`src/rtl/mips_pkg.sv`:
```
// Shared types and constants for the MIPS execute-stage units.
package mips_pkg;

    localparam int unsigned MULDIV_WIDTH = 32;

    // Divide-by-zero LO result; wide enough for any supported WIDTH, truncated at use.
    localparam logic [63:0] DIV0_LO = '1;

    typedef enum logic [1:0] {
        IDLE = 2'd0,
        RUN  = 2'd1,
        FIX  = 2'd2
    } state_t;

endpackage

```
`src/rtl/muldiv_abs.sv`:
```
// Conditional two's-complement negate: gives |x| when negate is the operand sign,
// or applies a result sign when negate is the sign rule.
module muldiv_abs #(
    parameter int unsigned W = 32
) (
    input  logic [W-1:0] value,
    input  logic         negate,
    output logic [W-1:0] result_c
);

    assign result_c = negate ? (~value + W'(1)) : value;

endmodule

```
`src/rtl/muldiv_sequencer.sv`:
```
// Iterative MULT/MULTU/DIV/DIVU sequencer with two-lane issue arbitration and
// architectural HI/LO; one operand bit per cycle, signs applied in a final FIX cycle.
module muldiv_sequencer
    import mips_pkg::*;
#(
    parameter int unsigned WIDTH = MULDIV_WIDTH
) (
    input  logic             clk,
    input  logic             reset,
    input  logic             start0E,
    input  logic             start1E,
    input  logic             div0E,
    input  logic             div1E,
    input  logic             sgn0E,
    input  logic             sgn1E,
    input  logic [WIDTH-1:0] srca0E,
    input  logic [WIDTH-1:0] srcb0E,
    input  logic [WIDTH-1:0] srca1E,
    input  logic [WIDTH-1:0] srcb1E,
    input  logic             cancelE,
    input  logic             hi_we,
    input  logic             lo_we,
    input  logic [WIDTH-1:0] wdata,
    output logic             start_multE,
    output logic             busy_multE,
    output logic             reject1E,
    output logic             done,
    output logic [WIDTH-1:0] hi,
    output logic [WIDTH-1:0] lo
);

    localparam int unsigned CW = (WIDTH > 1) ? $clog2(WIDTH) : 1;
    localparam int unsigned W2 = 2 * WIDTH;
    localparam logic [CW-1:0] LAST = CW'(WIDTH - 1);

    state_t           state, stateNext;
    logic             accept;
    logic [CW-1:0]    cnt;
    logic             opDiv, negA, negB, divZero;
    logic [WIDTH-1:0] opnd, rawA;
    logic [W2-1:0]    acc, accNext;

    // Lane 0 is older in program order, so it wins a same-cycle issue
    logic             selDiv, selSgn, selNegA, selNegB;
    logic [WIDTH-1:0] selA, selB, magA, magB;

    assign selDiv  = start0E ? div0E  : div1E;
    assign selSgn  = start0E ? sgn0E  : sgn1E;
    assign selA    = start0E ? srca0E : srca1E;
    assign selB    = start0E ? srcb0E : srcb1E;
    assign selNegA = selSgn & selA[WIDTH-1];
    assign selNegB = selSgn & selB[WIDTH-1];

    muldiv_abs #(.W(WIDTH)) uAbsA (.value(selA), .negate(selNegA), .result_c(magA));
    muldiv_abs #(.W(WIDTH)) uAbsB (.value(selB), .negate(selNegB), .result_c(magB));

    always_comb begin
        stateNext   = state;
        accept      = 1'b0;
        start_multE = 1'b0;
        reject1E    = 1'b0;
        case (state)
            IDLE: begin
                accept      = start0E | start1E;
                start_multE = accept;
                reject1E    = start0E & start1E;
                if (accept) stateNext = RUN;
            end
            RUN: begin
                if (cancelE)          stateNext = IDLE;
                else if (cnt == LAST) stateNext = FIX;
            end
            FIX:     stateNext = IDLE;
            default: stateNext = IDLE;
        endcase
    end

    always_ff @(posedge clk or negedge reset) begin
        if (!reset) state <= IDLE;
        else        state <= stateNext;
    end

    // One shift-add step (multiply) or one restoring step (divide) per RUN cycle
    logic [WIDTH:0] mulSum, remShift;
    logic           remFits;

    always_comb begin
        mulSum   = {1'b0, acc[W2-1:WIDTH]} + (acc[0] ? {1'b0, opnd} : '0);
        remShift = {acc[W2-1:WIDTH], acc[WIDTH-1]};
        remFits  = remShift >= {1'b0, opnd};
        if (opDiv) begin
            if (remFits) accNext = {WIDTH'(remShift - {1'b0, opnd}), acc[WIDTH-2:0], 1'b1};
            else         accNext = {remShift[WIDTH-1:0], acc[WIDTH-2:0], 1'b0};
        end else begin
            accNext = {mulSum, acc[WIDTH-1:1]};
        end
    end

    logic [W2-1:0]    prodS;
    logic [WIDTH-1:0] quoS, remS, hiFix, loFix;

    muldiv_abs #(.W(W2))    uFixProd (.value(acc),              .negate(negA ^ negB), .result_c(prodS));
    muldiv_abs #(.W(WIDTH)) uFixQuo  (.value(acc[WIDTH-1:0]),   .negate(negA ^ negB), .result_c(quoS));
    muldiv_abs #(.W(WIDTH)) uFixRem  (.value(acc[W2-1:WIDTH]),  .negate(negA),        .result_c(remS));

    always_comb begin
        hiFix = prodS[W2-1:WIDTH];
        loFix = prodS[WIDTH-1:0];
        if (opDiv) begin
            hiFix = divZero ? rawA : remS;
            loFix = divZero ? WIDTH'(DIV0_LO) : quoS;
        end
    end

    // Multiply seeds acc with |b| and adds |a|; divide seeds acc with |a| and trials |b|
    always_ff @(posedge clk or negedge reset) begin
        if (!reset) begin
            cnt        <= '0;
            opDiv      <= 1'b0;
            negA       <= 1'b0;
            negB       <= 1'b0;
            divZero    <= 1'b0;
            opnd       <= '0;
            rawA       <= '0;
            acc        <= '0;
            hi         <= '0;
            lo         <= '0;
            busy_multE <= 1'b0;
            done       <= 1'b0;
        end else begin
            busy_multE <= (stateNext != IDLE);
            done       <= (state == FIX) && !cancelE;
            case (state)
                IDLE: begin
                    if (hi_we) hi <= wdata;
                    if (lo_we) lo <= wdata;
                    if (accept) begin
                        cnt     <= '0;
                        opDiv   <= selDiv;
                        negA    <= selNegA;
                        negB    <= selNegB;
                        divZero <= (selB == '0);
                        rawA    <= selA;
                        opnd    <= selDiv ? magB : magA;
                        acc     <= {WIDTH'(0), (selDiv ? magA : magB)};
                    end
                end
                RUN: begin
                    acc <= accNext;
                    cnt <= cnt + CW'(1);
                end
                FIX: begin
                    if (!cancelE) begin
                        hi <= hiFix;
                        lo <= loFix;
                    end
                end
                default: ;
            endcase
        end
    end

endmodule

```
`config.mk`:
```
export PLATFORM = sky130hd
export DESIGN_NAME = muldiv_sequencer
export DESIGN_NICKNAME = d
export VERILOG_FILES = /design/src/rtl/mips_pkg.sv /design/src/rtl/muldiv_abs.sv /design/src/rtl/muldiv_sequencer.sv
export SDC_FILE = /design/constraint.sdc
export NUM_CORES = 1
export LEC_CHECK = 0
export CAP_MARGIN = 25
export CORE_UTILIZATION = 45
export CTS_CLUSTER_SIZE = 14
export DETAILED_ROUTE_END_ITERATION = 6
export PLACE_DENSITY_LB_ADDON = 0.08
export SYNTH_ARGS = -nofsm -noshare
export SYNTH_HDL_FRONTEND = slang
export SYNTH_SLANG_ARGS = --single-unit
```
`constraint.sdc`:
```
create_clock -name clk -period 3.1 [get_ports clk]
set_input_delay 0.465 -clock clk [delete_from_list [all_inputs] [get_ports clk]]
set_output_delay 0.465 -clock clk [all_outputs]
set_load 0.01 [all_outputs]
```
=== Word-level counts from Yosys, hierarchy flattened ===
Index checks and enable logic that the tools add are counted.

* Register bits: 205
* Input bits: 171

* $add $sub $neg: 8
* Reduce and logical (&&, ||, !) cells: 11
* Bitwise gates (word level): 10
* Muxes and demuxes: 34
* Order comparisons: 1
* Equal/unequal tests: 7

{| class="wikitable"
|+ Operators by type and width
! operator !! count
|-
| 32-bit 2-to-1 mux || 17
|-
| 64-bit 2-to-1 mux || 4
|-
| 32-bit by 1-bit adder with 32-bit output, second input constant || 4
|-
| 32-bit inverter || 4
|-
| 32-bit one-hot mux with 2 select lines || 2
|-
| 64-bit one-hot mux with 2 select lines || 1
|-
| 64-bit by 1-bit adder with 64-bit output, second input constant || 1
|-
| 64-bit inverter || 1
|-
| 32-bit by 32-bit adder with 33-bit output || 1
|-
| 33-bit by 32-bit >= comparator with 1-bit output || 1
|-
| 32-bit zero test || 1
|-
| 32-bit subtractor || 1
|-
| 5-bit one-hot mux with 2 select lines || 1
|-
| 2-bit != test, second input constant || 4
|-
| 2-bit 2-to-1 mux || 3
|-
| 3-bit AND reduction || 2
|-
| 2-bit nonzero test || 3
|-
| 5-bit by 1-bit adder with 5-bit output, second input constant || 1
|-
| 5-bit == test, second input constant || 1
|-
| 5-bit 2-to-1 mux || 1
|-
| 1-bit 2-to-1 mux || 4
|-
| 2-bit one-hot mux with 2 select lines || 1
|-
| 2-bit AND reduction || 2
|-
| 1-bit bitwise AND || 3
|-
| other kinds (7) || 7
|}

=== Logic depth before layout (Yosys ltp) ===
* Depth after elaboration: 7
* Gate-level depth with buffers: 16

=== By module ===
A second synthesis with hierarchy kept.

* Cells, all modules: 2419
* Area total of the unflattened synthesis: 19866.6 µm²

{| class="wikitable"
|+ By module, submodules not included
! module !! times used !! area each (µm²) !! cells an instance
|-
| muldiv_sequencer || 1 || 15228.4 || 1826
|-
| muldiv_abs at uAbsA ... || 4 || 777.0 || 99
|-
| muldiv_abs at uFixProd || 1 || 1530.2 || 197
|}

=== Worst setup path before layout ===
OpenSTA, ideal clock, no wires.

* Path kind: input-to-reg
* From: in start0E
* To: reg opnd[30]
* Stages: 16
* Path buffers: 6
* Slack: -0.912 ns
* Data required time: 2.974 ns
* Library setup time: 0.126 ns
* Arrival time: 3.886 ns
* Cells stage by stage: buf_4 buf_6 buf_2 buf_2 buf_2 buf_1 mux2i_1 ha_1 o21ai_0 nor4_4 nand3_1 o41ai_2 nand2_1 xor2_1 nor3_1 a221o_1

* Word-level cells in the longest chain between the ends: 5
* Elaborated cells on any way between the ends: 16
* Those cells by class: add/sub: 2; mux: 8; bitwise: 5; reduce/logical: 1

{| class="wikitable"
|+ Ends and longest elaborated chain
! what !! line !! source
|-
| start: declaration || muldiv_sequencer.sv:10 || <nowiki>input logic start0E,</nowiki>
|-
| 32-bit 2-to-1 mux, on equally long branches || muldiv_sequencer.sv:49, muldiv_sequencer.sv:50 ||
|-
| 32-bit inverter || muldiv_abs.sv:11 || <nowiki>assign result_c = negate ? (~value + W'(1)) : value;</nowiki>
|-
| 32-bit by 1-bit adder with 32-bit output || muldiv_abs.sv:11 ||
|-
| 32-bit 2-to-1 mux || muldiv_abs.sv:11 ||
|-
| 32-bit 2-to-1 mux || muldiv_sequencer.sv:144 || <nowiki>opnd <= selDiv ? magB : magA;</nowiki>
|-
| end signal: assignment || muldiv_sequencer.sv:144 ||
|-
| end: declaration || muldiv_sequencer.sv:40 || <nowiki>logic [WIDTH-1:0] opnd, rawA;</nowiki>
|}

Several ways; a longest one is shown, not always the timed one.
A chain may end at the register's enable or synchronous reset.

=== Worst setup path in the final report ===
* From: reg acc[26]
* To: reg hi[16]

* Word-level cells in the longest chain between the ends: 6

{| class="wikitable"
|+ Ends and longest elaborated chain
! what !! line !! source
|-
| start: declaration || muldiv_sequencer.sv:41 || <nowiki>logic [W2-1:0] acc, accNext;</nowiki>
|-
| start signal: assignment || muldiv_sequencer.sv:145 || <nowiki>acc <= {WIDTH'(0), (selDiv ? magA : magB)};</nowiki>
|-
| start signal: assignment || muldiv_sequencer.sv:149 || <nowiki>acc <= accNext;</nowiki>
|-
| 64-bit inverter || muldiv_abs.sv:11 ||
|-
| 64-bit by 1-bit adder with 64-bit output || muldiv_abs.sv:11 ||
|-
| 64-bit 2-to-1 mux || muldiv_abs.sv:11 ||
|-
| 32-bit 2-to-1 mux || muldiv_sequencer.sv:109 || <nowiki>if (opDiv) begin</nowiki>
|-
| 32-bit 2-to-1 mux || muldiv_sequencer.sv:153 || <nowiki>if (!cancelE) begin</nowiki>
|-
| 32-bit one-hot mux with 2 select lines || muldiv_sequencer.sv:133 || <nowiki>case (state)</nowiki>
|-
| end signal: assignment || muldiv_sequencer.sv:135 || <nowiki>if (hi_we) hi <= wdata;</nowiki>
|-
| end signal: assignment || muldiv_sequencer.sv:154 || <nowiki>hi <= hiFix;</nowiki>
|-
| end: declaration || muldiv_sequencer.sv:28 || <nowiki>output logic [WIDTH-1:0] hi,</nowiki>
|}

No other way between the ends. The select of a mux whose other input is x is not followed.

==> flow_summary.yaml <==
synth:
  synthTopCellsByArea: "dfrtp_1, o21ai_0, a21oi_1"
  synthesis.area_mm2: 0.0184
  synth_top_cell_by_area: "dfrtp_1"
  synth_nets: 2616
  yosysUniqueCellTypes: 90
  syn_inst: 2373
  ys_ff_latch: 205
  ys_async_sr_fraction_pct: 100
  synthFlopType: "dfrtp_1"
  yosys.area.top_type_share_pct: 27.9
  yosys_warnings: 0
  synth_edf_count: 0
  synth-seq-area-share_pct: 27.9
  avgSynthCellArea_um2: 7.73
power_and_ir_drop:
  clock_power_share_pct: 12.1
  vdd_drop_max_mv: 0.512
  powerDensity_mw_per_mm2: 1060
  net-switching-power_uw: 12800
  finalPower_uw: 26400
  swShare_pct: 48.4
  seq_power_share_pct: 18.2
  p_int_uw: 13600
  power_frac_comb_pct: 69.7
  p_leak_uw: 0.0108
run_status:
  status: "finished clean"
detailed_routing:
  totalWireLength_mm: 78.8
  wire_per_inst_um: 23.3
  drt_iter0_markers: 1940
  drc_errors: 0
  num_vias: 20600
  ant_nets: 0
  avgViaCountPerCell: 6.07
  first_pass_iters: 5
placement:
  numPortBuffers: 238
  dpl.hpwl_mm: 62.6
  dp_slack_ns: -0.186
  place_area_mm2: 0.0236
  place.gp.congestion: 1.02
cts:
  clock_latency_ns: 0.58
  cts_buffers: 26
  clkSinkCount: 205
  clk_pin_slew_ns: 0.06
  htree_levels: 1
  clockRootBuffer: "clkbuf_16"
  cts_tree: "yes"
  clockBufferDepth: 3
grt:
  grt_max_degree: 139
  antenna_found_initial: 8
  track_usage_pct: 37.1
  grt_first_pass_wirelength_mm: 117
  overflow: 0
  first_global_vias: 19500
finish:
  layout-area-overhead-vs-synth_pct: 36.0
  multiInputGateArea_mm2: 0.0126
  fillers: 3626
  fin_area_mm2: 0.0250
  layout.nets: 3082
  drive_above_1_share_pct: 19.2
  seq_area_mm2: 0.00513
floorplan:
  die_area_mm2: 0.0416
  die_w_um: 204
  io_pins: 239
  row_count: 73
  die_y_um: 204
  core_area_mm2: 0.0400
  initial_core_util_pct: 45.9
timing:
  tightest_slew_ns: 0.944
  fin_ws_ns: 0.0397
  period_minus_slack_ns: 3.06
  rsz0062_at_grt: "yes"
  setup_tns_ns: 0
  slew_violations: 0
  skew_ns: 0.0143
  max_slew_margin_pct: 37.0
  finalHoldViolCount: 0
  setup_viol: 0
  min_period_over_period_pct: 98.7
  max_freq_mhz: 327
critical_path:
  reg2reg_depth: 10
  required_ns: 3.55
  max_stage_delay_ns: 0.49
  slowest_stage: "or4_4"
  endpoint_kind: "flip-flop"
  critPathMaxFanout: 3
  cp_cell_sequence: "or3_4, or4_4, or3_4, buf_4, nor2_1, a21oi_1, xor2_1, o21ai_0, buf_4, nand3_1"
  path_class: "flip-flop to flip-flop"
  arrival_ns: 3.51
  worstSetupStartpointType: "flip-flop"
hold_path:
  hold_path_class: "input pin to async pin"
job:
  drv_cap: 0
-- power groups by stage --
stage / clock network, uW / registers (uW) / logic, uW
2_1_floorplan: 0 / 4660 / 9730
3_3_place_gp: 0 / 4750 / 16800
3_5_place_dp: 0 / 4780 / 17000
4_1_cts: 3210 / 4740 / 17300
5_1_grt: 3310 / 4880 / 19600
6_report: 3190 / 4800 / 18400
-- per-layer routing --
layer	GRT usage, %	vias to the layer above	part of all wire [%]
li1	-	9591	-
met1	50.5	9846	43
met2	59.0	985	45
met3	6.62	151	8.9
met4	13.2	8	3.5
met5	0	-	0.063
-- logic make-up after synthesis --
kind of cell,Yosys count,synth area share (%)
adder cells (fa/ha/maj),72,4.99
AO/OA/AOI/OAI,832,28.2
buffers and inverters,250,5.41
XOR/XNOR,175,8.35
multiplexers,109,6.07
flip-flops,205,27.9
AND/OR/NAND/NOR,730,19.0
-- layout make-up --
type / count / share of cell area, %
multi-input cells: 1918 / 50.3
repair buffers: 614 / 21.8
flip-flops and latches: 205 / 20.6
clock buffers: 34 / 3.05
well taps: 525 / 2.63
inverters: 73 / 1.12
clock inverters: 14 / 0.491
diodes: 4 / 0.0401
repair inverters: 1 / 0.0200
-- through the flow --
step                      std cells  hold WS, ns  utilization [%]
after detailed placement       3315        0.466             59.0
after floorplan                2373        0.169                -
after global placement         3315        0.458             59.0
after global routing           3384        0.493             62.4
after CTS                      3370        0.447             61.5
final                          3388        0.432             62.4
-- critical path, delay by kind of cell (launching register included) --
family,cells,cell delay (ns)
simple gates,5,1.68
compound gates,2,0.39
flops,1,0.38
buf+inv,2,0.34
xor+xnor,1,0.16
-- flip-flops by register name, summed over array words and instances, names as in the netlist --
signal      cells
acc            64
hi             32
lo             32
opnd           32
rawA           32
cnt             5
state           2
busy_multE      1
divZero         1
done            1
negA            1
negB            1
opDiv           1
-- Yosys cell counts (11+ instances only) --
master and number:
nor3b_1 18, a21oi_1 209, and3_1 19, a31oi_1 34, o21a_1 11, xor2_1 84
xnor2_1 91, nor2b_1 16, mux2i_1 92, clkbuf_1 135, nand3_1 51, or3_1 18
buf_2 23, mux2_2 16, o211ai_1 44, nand2b_1 25, nor3_1 58, o21ai_0 252
nand4_1 18, nor4_1 14, ha_1 70, a211oi_1 43, o21ai_1 11, o22ai_1 51
a21o_1 38, buf_1 15, inv_1 71, o31ai_1 21, nor2_1 198, nand2_1 248
o221ai_1 16, dfrtp_1 205
-- cell usage in the layout (no fill, tap or decap), types with 44 or more instances in the layout --
| master | n |
|---|---|
| a21oi_1 | 199 |
| buf_4 | 356 |
| clkdlybuf4s50_1 | 236 |
| dfrtp_1 | 203 |
| ha_1 | 67 |
| inv_1 | 69 |
| mux2i_1 | 88 |
| nand2_1 | 247 |
| nand3_1 | 50 |
| nor2_1 | 197 |
| nor3_1 | 57 |
| o211ai_1 | 44 |
| o21ai_0 | 235 |
| o22ai_1 | 51 |
| xnor2_1 | 90 |
| xor2_1 | 83 |
-- repair_timing --
action                                 in CTS  in global routing
resized for setup                          18                 60
cloned                                      1                  4
hold buffers                                1                  0
endpoints found under the hold margin      55                  0
buffers inserted                            5                 10
setup endpoints to repair                  24                 41
pin swaps                                   4                 19
-- final timing paths --
kind | startpoint | end | slack [ns]
setup / recovery | acc[26] | hi[16] | 0.04
hold / removal | reset | lo[14] | 0.43
setup reg to reg | acc[26] | hi[16] | 0.04
hold reg to reg | lo[31] | lo[31] | 0.48
max in group asynchronous | reset | acc[0] | 1.81
min in group clk | lo[31] | lo[31] | 0.48
Power figures use the tool's default switching activity.
